## src/rtl/fifo_pkg.sv

```systemverilog
// Shared helpers for the router FIFO family: occupancy width and parameter legality.
package fifo_pkg;

  function automatic int fifo_cnt_w(input int depth);
    return $clog2(depth + 1);
  endfunction

  function automatic bit fifo_params_ok(input int depth, input int fwft,
                                        input int af_thresh, input int ae_thresh);
    return (depth >= 2) && (ae_thresh < af_thresh) && (af_thresh <= depth) &&
           ((fwft == 0) || (fwft == 1));
  endfunction

endpackage

```

## src/rtl/fifo_mem.sv

```systemverilog
// FIFO storage: one synchronous write port, one asynchronous read address.
module fifo_mem #(
  parameter int DATA_WIDTH = 8,
  parameter int DEPTH      = 16,
  parameter int AW         = $clog2(DEPTH)
) (
  input  logic                  clk,
  input  logic                  we_i,
  input  logic [AW-1:0]         waddr_i,
  input  logic [DATA_WIDTH-1:0] wdata_i,
  input  logic [AW-1:0]         raddr_i,
  output logic [DATA_WIDTH-1:0] rdata_o
);

  logic [DATA_WIDTH-1:0] mem_q [DEPTH];

  always_ff @(posedge clk) begin
    if (we_i) mem_q[waddr_i] <= wdata_i;
  end

  assign rdata_o = mem_q[raddr_i];

endmodule

```

## src/rtl/sync_fifo_cfg.sv

```systemverilog
// Single-clock FIFO with arbitrary depth, fill count, programmable flags,
// synchronous flush, registered overflow/underflow pulses and optional FWFT reads.
module sync_fifo_cfg
  import fifo_pkg::*;
#(
  parameter int DATA_WIDTH = 8,
  parameter int DEPTH      = 16,
  parameter int FWFT       = 0,
  parameter int AF_THRESH  = DEPTH - 2,
  parameter int AE_THRESH  = 2
) (
  input  logic                         clk,
  input  logic                         reset_n,
  input  logic                         soft_reset,
  input  logic                         write_inc,
  input  logic [DATA_WIDTH-1:0]        data_in,
  input  logic                         read_inc,
  output logic [DATA_WIDTH-1:0]        data_output,
  output logic                         full,
  output logic                         empty,
  output logic                         almost_full,
  output logic                         almost_empty,
  output logic [fifo_cnt_w(DEPTH)-1:0] count,
  output logic                         overflow,
  output logic                         underflow
);

  localparam int CW = fifo_cnt_w(DEPTH);
  localparam int AW = $clog2(DEPTH);
  localparam logic [AW-1:0] PTR_LAST = AW'(DEPTH - 1);
  localparam logic [CW-1:0] DEPTH_C  = CW'(DEPTH);
  localparam logic [CW-1:0] AF_C     = CW'(AF_THRESH);
  localparam logic [CW-1:0] AE_C     = CW'(AE_THRESH);

  if (!fifo_params_ok(DEPTH, FWFT, AF_THRESH, AE_THRESH)) begin : g_bad_params
    $error("sync_fifo_cfg: illegal DEPTH/FWFT/AF_THRESH/AE_THRESH combination");
  end

  logic [AW-1:0]         wr_ptr_q, wr_ptr_d, rd_ptr_q, rd_ptr_d;
  logic [CW-1:0]         count_q, count_d;
  logic                  overflow_q, overflow_d, underflow_q, underflow_d;
  logic                  wr_en, rd_en;
  logic [DATA_WIDTH-1:0] rd_data;

  // Request semantics: write_inc/read_inc are sampled every rising edge and are
  // accepted only against the flags from the start of the cycle (write needs
  // !full, read needs !empty); a rejected request is dropped, never retried,
  // and reported by a one-cycle overflow/underflow pulse after the edge.
  // soft_reset overrides both requests and suppresses the pulses.
  always_comb begin
    wr_en       = write_inc & ~full  & ~soft_reset;
    rd_en       = read_inc  & ~empty & ~soft_reset;
    overflow_d  = write_inc &  full  & ~soft_reset;
    underflow_d = read_inc  &  empty & ~soft_reset;

    wr_ptr_d = wr_ptr_q;
    if (wr_en) wr_ptr_d = (wr_ptr_q == PTR_LAST) ? '0 : wr_ptr_q + AW'(1);
    rd_ptr_d = rd_ptr_q;
    if (rd_en) rd_ptr_d = (rd_ptr_q == PTR_LAST) ? '0 : rd_ptr_q + AW'(1);

    count_d = count_q;
    case ({wr_en, rd_en})
      2'b10:   count_d = count_q + CW'(1);
      2'b01:   count_d = count_q - CW'(1);
      default: count_d = count_q;
    endcase

    if (soft_reset) begin
      wr_ptr_d = '0;
      rd_ptr_d = '0;
      count_d  = '0;
    end
  end

  always_ff @(posedge clk or negedge reset_n) begin
    if (!reset_n) begin
      wr_ptr_q    <= '0;
      rd_ptr_q    <= '0;
      count_q     <= '0;
      overflow_q  <= 1'b0;
      underflow_q <= 1'b0;
    end else begin
      wr_ptr_q    <= wr_ptr_d;
      rd_ptr_q    <= rd_ptr_d;
      count_q     <= count_d;
      overflow_q  <= overflow_d;
      underflow_q <= underflow_d;
    end
  end

  fifo_mem #(
    .DATA_WIDTH (DATA_WIDTH),
    .DEPTH      (DEPTH),
    .AW         (AW)
  ) u_mem (
    .clk     (clk),
    .we_i    (wr_en),
    .waddr_i (wr_ptr_q),
    .wdata_i (data_in),
    .raddr_i (rd_ptr_q),
    .rdata_o (rd_data)
  );

  // Standard mode registers the popped word; FWFT exposes the head word directly.
  if (FWFT == 0) begin : g_std
    logic [DATA_WIDTH-1:0] dout_q, dout_d;

    always_comb begin
      dout_d = dout_q;
      if (soft_reset) dout_d = '0;
      else if (rd_en) dout_d = rd_data;
    end

    always_ff @(posedge clk or negedge reset_n) begin
      if (!reset_n) dout_q <= '0;
      else          dout_q <= dout_d;
    end

    assign data_output = dout_q;
  end else begin : g_fwft
    assign data_output = rd_data;
  end

  assign count        = count_q;
  assign full         = (count_q == DEPTH_C);
  assign empty        = (count_q == '0);
  assign almost_full  = (count_q >= AF_C);
  assign almost_empty = (count_q <= AE_C);
  assign overflow     = overflow_q;
  assign underflow    = underflow_q;

endmodule
```

## config.mk

```make
export PLATFORM = sky130hd
export DESIGN_NAME = sync_fifo_cfg
export DESIGN_NICKNAME = d
export VERILOG_FILES = /design/src/rtl/fifo_pkg.sv /design/src/rtl/fifo_mem.sv /design/src/rtl/sync_fifo_cfg.sv
export SDC_FILE = /design/constraint.sdc
export NUM_CORES = 1
export LEC_CHECK = 0
export CAP_MARGIN = 0
export CORE_MARGIN = 2
export CORE_UTILIZATION = 40
export CTS_CLUSTER_SIZE = 10
export DETAILED_ROUTE_END_ITERATION = 6
export PLACE_DENSITY = 0.59
export SLEW_MARGIN = 20
export SYNTH_ARGS = -nofsm -noshare
export SYNTH_HDL_FRONTEND = slang
export SYNTH_SLANG_ARGS = --single-unit
```

## constraint.sdc

```tcl
create_clock -name clk -period 4.95 [get_ports clk]
set_input_delay 1.485 -clock clk [delete_from_list [all_inputs] [get_ports clk]]
set_output_delay 1.485 -clock clk [all_outputs]
set_load 0.02 [all_outputs]
```

==> key figures <==
Pwr
  – Worst IR drop on VDD: 256 uV
  – P_leak: 2.47 nW
  – P per Cell Area: 492 nW/um^2

Critical path
  – Crit-path max cell delay: 0.63 ns
  – Critical Path RT: 5.29 ns
  – WP data arrival: 4.36 ns
  – Crit. End Element: flop
  – Crit-path cells: clkdlybuf4s50_1 > or3b_2 > mux2i_4 > xor2_1 > ha_1 > or3_2 > a21oi_1 > mux2i_1 > or4_1 > o21ai_0
  – Critical path peak fanout: 9
  – R2r worst-path depth: 9
  – CP Launch Type: input port
  – Critical path's slowest cell: clkdlybuf4s50_1
  – Crit path kind: in2reg

Routing
  – First-pass DRT Iterations: 4
  – Vias: 3,306
  – Antenna viol nets, final: 0
  – Avg WL per Cell: 20.0 um
  – Vias per cell: 5.31
  – Final routed DRC violation total: 0
  – Aggregate routed wire length: 12.5 mm
  – Initial detailed-routing violation count: 194

Timing
  – Sum of negative setup slack: 0 ns
  – Fin. max-slew vios: 0
  – Final setup viols: 0
  – Worst-margin pin slew: 0.895 ns
  – Slew HR: 0.401
  – Period utilization: 0.811
  – Unrepaired setup endpoints after global routing: no
  – Final Hold Fails: 0
  – Min Tclk post-route: 4.01 ns
  – Hold slack final: 0.501 ns
  – F_max: 0.249 GHz
  – Clk_skew: 0.00936 ns

Synthesis
  – Area leader, netlist: edfxtp_1
  – Number of synthesized flops with an enable pin: 128
  – Synth top area share: 0.615
  – Post-Syn Nets: 377
  – Average cell area after synthesis: 17.5 sq um
  – Seq/Total Area, Yosys: 0.707
  – Synth Cell Area: 6250 sq um
  – Dominant cells by area after synthesis: edfxtp_1 (61%), mux4_2 (12%), dfrtp_1 (9.2%)
  – Ys flop type: edfxtp_1
  – FFs w/ async S/R, synth: 0.152
  – Yosys cell types: 43
  – Number of synthesis warnings: 0
  – Cells after Synth: 357
  – Top cells by count, synth: edfxtp_1 (128), mux4_2 (32), nor2_1 (26)
  – Most frequent cell after synthesis: edfxtp_1
  – Synthesized flop and latch total: 151

Die
  – Core ar.: 15,300 sq um
  – # rows: 45
  – Die area: 16,600 sq um
  – Die X: 129 um
  – Top-level port count: 32
  – Initial Util: 0.410
  – Die Ht: 129 um

Global route
  – Vias in the first global route: 3,392
  – Grt ovf: 0
  – Total track usage: 0.162
  – Largest net degree at the start of global routing: 37
  – Initial antenna violation count: 0
  – First-pass GRT wire length: 19.3 mm

Layout
  – Fillers: 1,275
  – Layout cells sized above 1: 0.206
  – Layout Nets: 419
  – N_diodes: 0
  – Synth-to-layout area growth: 18.7%

Clock network
  – Clk Latency, worst-skew pair: 0.43 ns
  – CTS Buf Count: 17
  – # H-tree levels: 4
  – Post-CTS setup buffer count: 0
  – Clock-pin transition on the worst setup and hold timing paths: 0.07 ns
  – CTS tree: yes
  – Clock Path Buffers: 2
  – Clock root buffer: clkbuf_16
  – CTS Hold Buffers Added: 0
  – PostCTS Resize Cnt: 0
  – # clock sinks: 151

Min path
  – Worst hold stages: 1
  – Worst Hold Class: reg2reg

Place
  – Port Buffers: 31
  – Final HPWL DP: 7.61 mm
  – Placer Congestion: 0.767

Job
  – Max-cap violation count: 0

Status
  – Outcome: finished clean
-- power by group --
group	total (W)	leakage (nW)	internal (W)	switching (W)
Combinational	0.000805	0.723	0.000412	0.000393
Sequential	0.00154	1.46	0.00144	0.000102
Clock	0.00131	0.283	0.000792	0.000514
Total	0.00365	2.47	0.00264	0.00101
-- state kept, by name (all words and copies together) (netlist names) --
signal       cells
count            5
data_output      8
overflow         1
rd_ptr_q         4
u_mem.mem_q    128
underflow        1
wr_ptr_q         4
-- metrics by stage --
stage	std cells	setup WS, ns	util	power (W)	instance area [sq um]
after floorplan	357	1.12	-	0.00212	6250
final	623	0.936	0.486	0.00365	7420
after CTS	623	0.933	0.487	0.00368	7420
after global placement	591	0.564	0.447	0.00237	6820
after detailed placement	591	0.493	0.447	0.00238	6820
after global routing	623	0.802	0.486	0.00380	7420
-- layout by cell type, fill, tap and decap left out, types with 2 or more instances in the layout --
| cell | instances |
|---|---|
| a21oi_1 | 15 |
| a22o_1 | 9 |
| nand2_1 | 17 |
| bufinv_16 | 3 |
| ha_1 | 7 |
| clkinvlp_4 | 3 |
| edfxtp_1 | 128 |
| clkdlybuf4s50_1 | 30 |
| a211oi_1 | 8 |
| nand3b_1 | 2 |
| mux2i_1 | 11 |
| nor2b_1 | 9 |
| buf_4 | 13 |
| o21ai_0 | 6 |
| clkbuf_16 | 17 |
| inv_1 | 7 |
| clkinv_1 | 3 |
| and3_1 | 4 |
| nand3_1 | 5 |
| clkinv_4 | 4 |
| xor2_1 | 3 |
| inv_6 | 2 |
| mux4_2 | 32 |
| nor2_1 | 26 |
| nor3_1 | 3 |
| dfrtp_1 | 22 |
-- worst paths after layout --
kind / endpoint / slack, ns / start
setup / recovery: count[4] / 0.94 / read_inc
hold / removal: data_output[4] / 0.50 / data_output[4]
setup reg to reg: count[4] / 2.05 / count[1]
hold reg to reg: data_output[4] / 0.50 / data_output[4]
max in group asynchronous: rd_ptr_q[0] / 3.49 / reset_n
min in group asynchronous: count[3] / 1.05 / reset_n
-- logic make-up after synthesis --
group,synth area share
flops,0.707
simple gates,0.0614
compound gates,0.0530
mux,0.138
buf+inv,0.0208
fa+ha+maj,0.0140
xor+xnor,0.00560
-- area by class of cell --
type                            instances  area, sq um  area share
Clock inverter                         15          176      0.0238
Inverter                                7         26.3     0.00354
Clock buffer                           17          425      0.0573
Multi-Input combinational cell        178         1700       0.230
Sequential cell                       151         4420       0.596
Timing Repair Buffer                   44          403      0.0543
Tap cell                              211          264      0.0356
-- layer usage --
| layer | wire (um) | global-route usage | vias up | share of wire |
|---|---|---|---|---|
| met3 | 507 | 0.0347 | 24 | 0.041 |
| met5 | 0 | 0 | - | 0 |
| li1 | - | - | 1493 | - |
| met4 | 299 | 0.0793 | 0 | 0.024 |
| met1 | 5410 | 0.206 | 1717 | 0.43 |
| met2 | 6260 | 0.267 | 72 | 0.50 |
-- worst max-delay path, delay by kind of cell --
family                     cells  cell delay [ns]
muxes                          2             0.33
xor gates and xnor gates       1             0.10
AOI/OAI and AO/OA              2             0.22
and+or+nand+nor                3             1.34
buffers and inverters          1             0.63
adders and majority gates      1             0.23
No activity file was read; power rests on OpenSTA's default activity.
